==> config.mk <==
export PLATFORM = sky130hd
export DESIGN_NAME = sram_arbiter
export DESIGN_NICKNAME = d
export VERILOG_FILES = /design/src/rtl/sram_arbiter.sv
export SDC_FILE = /design/constraint.sdc
export NUM_CORES = 1
export LEC_CHECK = 0
export ABC_AREA = 0
export BUFFER_PORTS_ARGS = -buffer_cell sky130_fd_sc_hd__buf_4
export CAP_MARGIN = 20
export CORE_AREA = 2 2 85 87
export DETAILED_ROUTE_END_ITERATION = 16
export DIE_AREA = 0 0 87 89
export PLACE_DENSITY = 0.75
export SLEW_MARGIN = 30
export SYNTH_ARGS = -nofsm -noshare
export SYNTH_HDL_FRONTEND = slang
export SYNTH_SLANG_ARGS = --single-unit
==> constraint.sdc <==
create_clock -name clk -period 2.2 [get_ports clk]
set_input_delay 0.11 -clock clk [delete_from_list [all_inputs] [get_ports clk]]
set_output_delay 0.11 -clock clk [all_outputs]
set_load 0.03 [all_outputs]
==> src/rtl/sram_arbiter.sv <==
// Arbiter for one asynchronous 512Kx8 SRAM shared by the boot loader, video fetch and the CPU.
// Optional feature: define SRAM_ROM_WP_EN to block CPU writes into the monitor ROM image.
module sram_arbiter #(
    parameter int             AW     = 19,
    parameter int             WAIT   = 2,
    parameter logic [AW-1:0]  ROM_LO = 19'h0F800,
    parameter logic [AW-1:0]  ROM_HI = 19'h0FFFF
) (
    input  logic          clk,
    input  logic          rst,
    input  logic          prog,
    input  logic [AW-1:0] ld_add,
    input  logic [7:0]    ld_do,
    input  logic          ld_we,
    input  logic          vid_req,
    input  logic [AW-1:0] vid_addr,
    output logic [7:0]    vid_rdata,
    output logic          vid_ack,
    input  logic          cpu_req,
    input  logic          cpu_we,
    input  logic [AW-1:0] cpu_addr,
    input  logic [7:0]    cpu_wdata,
    output logic [7:0]    cpu_rdata,
    output logic          cpu_ack,
    output logic [AW-1:0] sram_addr,
    output logic [7:0]    sram_dout,
    input  logic [7:0]    sram_din,
    output logic          sram_we_n,
    output logic          sram_oe_n,
    output logic          sram_dq_oe
);

    localparam logic [1:0] S_IDLE   = 2'd0;
    localparam logic [1:0] S_ACCESS = 2'd1;
    localparam logic [1:0] S_DONE   = 2'd2;
    localparam logic [1:0] S_TURN   = 2'd3;

    localparam logic [2:0] CNT_INIT = 3'(WAIT - 1);

`ifdef SRAM_ROM_WP_EN
    localparam bit WP_ON = 1'b1;
`else
    localparam bit WP_ON = 1'b0;
`endif

    logic [1:0]    state;
    logic [2:0]    cnt;
    logic [1:0]    vid_streak;
    logic          g_vid;
    logic          g_we;
    logic          g_wp;
    logic [AW-1:0] addr_q;
    logic [7:0]    dout_q;
    logic          we_n_q;
    logic          oe_n_q;
    logic          dq_oe_q;

    logic grant_vid;
    logic grant_cpu;
    logic wp_hit;
    logic pass;

    // Video has priority until it has won twice in a row while the CPU was waiting.
    assign grant_vid = !prog && vid_req && ((vid_streak < 2'd2) || !cpu_req);
    assign grant_cpu = !prog && cpu_req && !grant_vid;
    assign wp_hit    = WP_ON && cpu_we && (cpu_addr >= ROM_LO) && (cpu_addr <= ROM_HI);
    assign pass      = (state == S_IDLE) && prog;

    assign sram_addr  = pass ? ld_add : addr_q;
    assign sram_dout  = pass ? ld_do  : dout_q;
    assign sram_we_n  = pass ? ld_we  : we_n_q;
    assign sram_oe_n  = pass ? 1'b1   : oe_n_q;
    assign sram_dq_oe = pass ? 1'b1   : dq_oe_q;

    always_ff @(posedge clk or negedge rst) begin
        if (!rst) begin
            state      <= S_IDLE;
            cnt        <= 3'd0;
            vid_streak <= 2'd0;
            g_vid      <= 1'b0;
            g_we       <= 1'b0;
            g_wp       <= 1'b0;
            addr_q     <= '0;
            dout_q     <= 8'd0;
            we_n_q     <= 1'b1;
            oe_n_q     <= 1'b1;
            dq_oe_q    <= 1'b0;
            vid_ack    <= 1'b0;
            cpu_ack    <= 1'b0;
            vid_rdata  <= 8'd0;
            cpu_rdata  <= 8'd0;
        end else begin
            vid_ack <= 1'b0;
            cpu_ack <= 1'b0;
            case (state)
                S_IDLE: begin
                    if (grant_vid) begin
                        state   <= S_ACCESS;
                        cnt     <= CNT_INIT;
                        g_vid   <= 1'b1;
                        g_we    <= 1'b0;
                        g_wp    <= 1'b0;
                        addr_q  <= vid_addr;
                        we_n_q  <= 1'b1;
                        oe_n_q  <= 1'b0;
                        dq_oe_q <= 1'b0;
                        if (vid_streak != 2'd3) vid_streak <= vid_streak + 2'd1;
                    end else if (grant_cpu) begin
                        state      <= S_ACCESS;
                        cnt        <= CNT_INIT;
                        g_vid      <= 1'b0;
                        g_we       <= cpu_we;
                        g_wp       <= wp_hit;
                        addr_q     <= cpu_addr;
                        dout_q     <= cpu_wdata;
                        we_n_q     <= 1'b1;
                        oe_n_q     <= cpu_we;
                        dq_oe_q    <= cpu_we;
                        vid_streak <= 2'd0;
                    end
                end
                S_ACCESS: begin
                    if (cnt != 3'd0) begin
                        cnt    <= cnt - 3'd1;
                        // First ACCESS cycle is address setup; WE# strobes from the second on.
                        we_n_q <= !(g_we && !g_wp);
                    end else begin
                        state  <= S_DONE;
                        we_n_q <= 1'b1;
                        oe_n_q <= 1'b1;
                        if (g_vid) vid_ack <= 1'b1;
                        else       cpu_ack <= 1'b1;
                        if (!g_we) begin
                            if (g_vid) vid_rdata <= sram_din;
                            else       cpu_rdata <= sram_din;
                        end
                    end
                end
                S_DONE: begin
                    state <= g_we ? S_TURN : S_IDLE;
                end
                S_TURN: begin
                    state   <= S_IDLE;
                    dq_oe_q <= 1'b0;
                end
                default: state <= S_IDLE;
            endcase
        end
    end

endmodule

==> out/qor.yml <==
critPathBufInv: 2
routed_wl_mm: 8.05
slew_viol_final: 0
grt_max_degree: 58
synth_ff_type: "dfrtp_1"
grt_overflow: 0
period_share_pct: 88.9
diodes: 0
utilization_pct: 64.4
postRouteAntennaNets: 0
die_area_sq_um: 7740
cp_max_fo: 15
min_period_ps: 1960
power_leakage_nw: 1.94
fp.dieH_microns: 89
die_w_microns: 87
slowest_stage: "dfrtp_1"
critical_path.most_common_cell: "buf_4"
pin_count: 136
track_usage_pct: 21.0
h-tree-depth: 3
startpoint_type: "register"
crit_type: "reg -> out"
synthToLayoutAreaGrowth_pct: 44.4
avgSynthCellArea_sq_um: 11.3
tightestPinTransition_ps: 723
post_cts.repair.setup_buffers: 0
p_total_mw: 6.33
timing.rr.end: "cpu_rdata[7]$_DFFE_PN0P_"
vdd.ir_drop.worst_v: 0.000734
cts_tree: "yes"
yosys_warnings: 0
nets: 491
crit_family: "flip-flops"
cap_violations: 0
power_density_nw_per_um2: 1460
setup.worst_path.end: "sram_addr[1]"
min_path_cells: 2
core_sq_um: 6720
r2r_cells: 5
yosys_register_bits: 57
numPortBuffers: 135
clockRootBuffer: "clkbuf_8"
status: "finished, final reports clean"
setup_viol: 0
syn_inst: 264
antenna_found_initial: 0
drive_gt1_share_pct: 52.3
drtIter0Drc: 104
viasPerCell: 5.54
place_ws_ps: 446
cp-startpoint: "state[0]$_DFFE_PN0P_"
start_util_pct: 44.6
clk_latency_ps: 320
ys_types: 38
final_cell_mix: "buf_4 (142), dfrtp_1 (55), mux2_2 (45)"
cts.sinks: 57
vias: 2689
syn_area_sq_um: 3000
finalSetupTns_ps: 0
wl_per_cell_microns: 16.6
clkTransAtPathRegs_ps: 70
final_cell_count_no_fill: 485
yosysSeqAreaShare_pct: 47.7
clock.fmax_mhz: 511
grt_pass1_wl_mm: 12.7
worstSetupEndpointType: "output port"
async_flop_share_pct: 100
crit_arrival_ps: 1850
dpl.hpwl_mm: 5.85
clk_path_buf_depth: 2
holdCritPathClass: "in -> reg"
slowest_delay_ps: 470
fin_skew_ps: 7.31
reg2reg_from: "cnt[0]$_DFFE_PN0P_"
final_common_cell: "buf_4"
grt_pass1_vias: 2749
fin_ws_ps: 244
cts_made_buffers: 9
slew_headroom_pct: 51.8
n_fill_cell: 552
synth-edff-count: 0
cp.required_ps: 2090
worst-path-stages: 4
num_rows: 30
worstPathCellList: "nor3_2, buf_4, mux2_2, buf_4"
first_pass_iters: 4
rsz0062_at_grt: "false"
reg2reg_slack_ps: 460
drcViolationCount: 0
synth_fp_nets: 355
placedCellCount: 465
place_congestion: 0.851
hold_viol: 0
## layout make-up
class | count | area, sq um | area share [%]
clock buffers | 13 | 159 | 3.67
clock inverters | 3 | 40.0 | 0.925
inverters | 8 | 30.0 | 0.694
multi-input cells | 177 | 1440 | 33.3
flip-flops and latches | 57 | 1430 | 33.0
well taps | 80 | 100 | 2.31
repair buffers | 147 | 1130 | 26.0
## sequential cells by signal, indices dropped and copies added, names as in the netlist
name	flops
addr_q	19
cpu_rdata	8
dout_q	8
vid_rdata	8
cnt	3
state	2
vid_streak	2
cpu_ack	1
dq_oe_q	1
g_vid	1
g_we	1
oe_n_q	1
vid_ack	1
we_n_q	1
## through the flow
| step | hold slack, ps | cell area [sq um] |
|---|---|---|
| floorplan | -186 | 3000 |
| global placement | 202 | 4090 |
| detailed placement | 216 | 4090 |
| CTS | 1.54 | 4330 |
| global route | 3.35 | 4330 |
| finish | 13.8 | 4330 |
## cell families (layout without fill, tap and decap cells)
logic type	count (synthesis)	after routing	share of synthesized area, %
buffers and inverters	30	171	4.30
adders and majority gates	3	3	1.25
AOI/OAI and AO/OA	91	91	19.8
and+or+nand+nor	30	30	7.06
muxes	53	53	19.9
DFF	57	57	47.7
## worst reg2reg max path: stages, from the launching register on
cell	delay (ps)
dfrtp_1	400
inv_1	80
ha_1	210
nand4bb_2	180
nor3_4	360
mux2_2	390
## metal layers
metal	wire length [microns]	GRT usage (%)	share of wire, %	up-vias
met5	0	0	0	-
met4	76	7.39	0.94	0
met3	752	6.28	9.3	6
met2	3920	35.3	49	148
met1	3300	25.9	41	1257
li1	-	-	-	1278
## synthesized netlist by cell type (all sizes together), types with 2 or more instances
master   number  area, sq um
and2          3         18.8
o21ai        22          110
dfstp         2         52.6
buf           9         50.0
nor3          4         42.5
a31oi        20          125
dfrtp        55         1380
mux2         53          597
nand3         3         32.5
nand2b        3         18.8
clkinv        2         7.51
or2           3         18.8
clkbuf       13         48.8
a21oi        20          100
o2111ai      20          175
a32o          2         20.0
ha            3         37.5
nor2          4         15.0
inv           6         22.5
nand2         6         22.5
## worst min path at each step
stage / to / start
2_1_floorplan: addr_q[0]$_DFFE_PN0P_ / rst
3_3_place_gp: vid_rdata[3]$_DFFE_PN0P_ / rst
3_5_place_dp: vid_rdata[5]$_DFFE_PN0P_ / rst
4_1_cts: vid_rdata[3]$_DFFE_PN0P_ / sram_din[3]
5_1_grt: vid_rdata[3]$_DFFE_PN0P_ / sram_din[3]
6_report: vid_rdata[3]$_DFFE_PN0P_ / sram_din[3]
## where the power goes
group,switching (mW),internal [mW]
logic,1.93,1.51
clock network,0.395,0.582
registers,0.341,1.57
total,2.67,3.66
## what timing repair did
action,4_1_cts,5_1_grt
hold buffers,4,0
gates resized for setup,0,0
endpoints found under the setup margin,0,0
hold endpoints to repair,58,0
(Power assumes the default switching activity.)
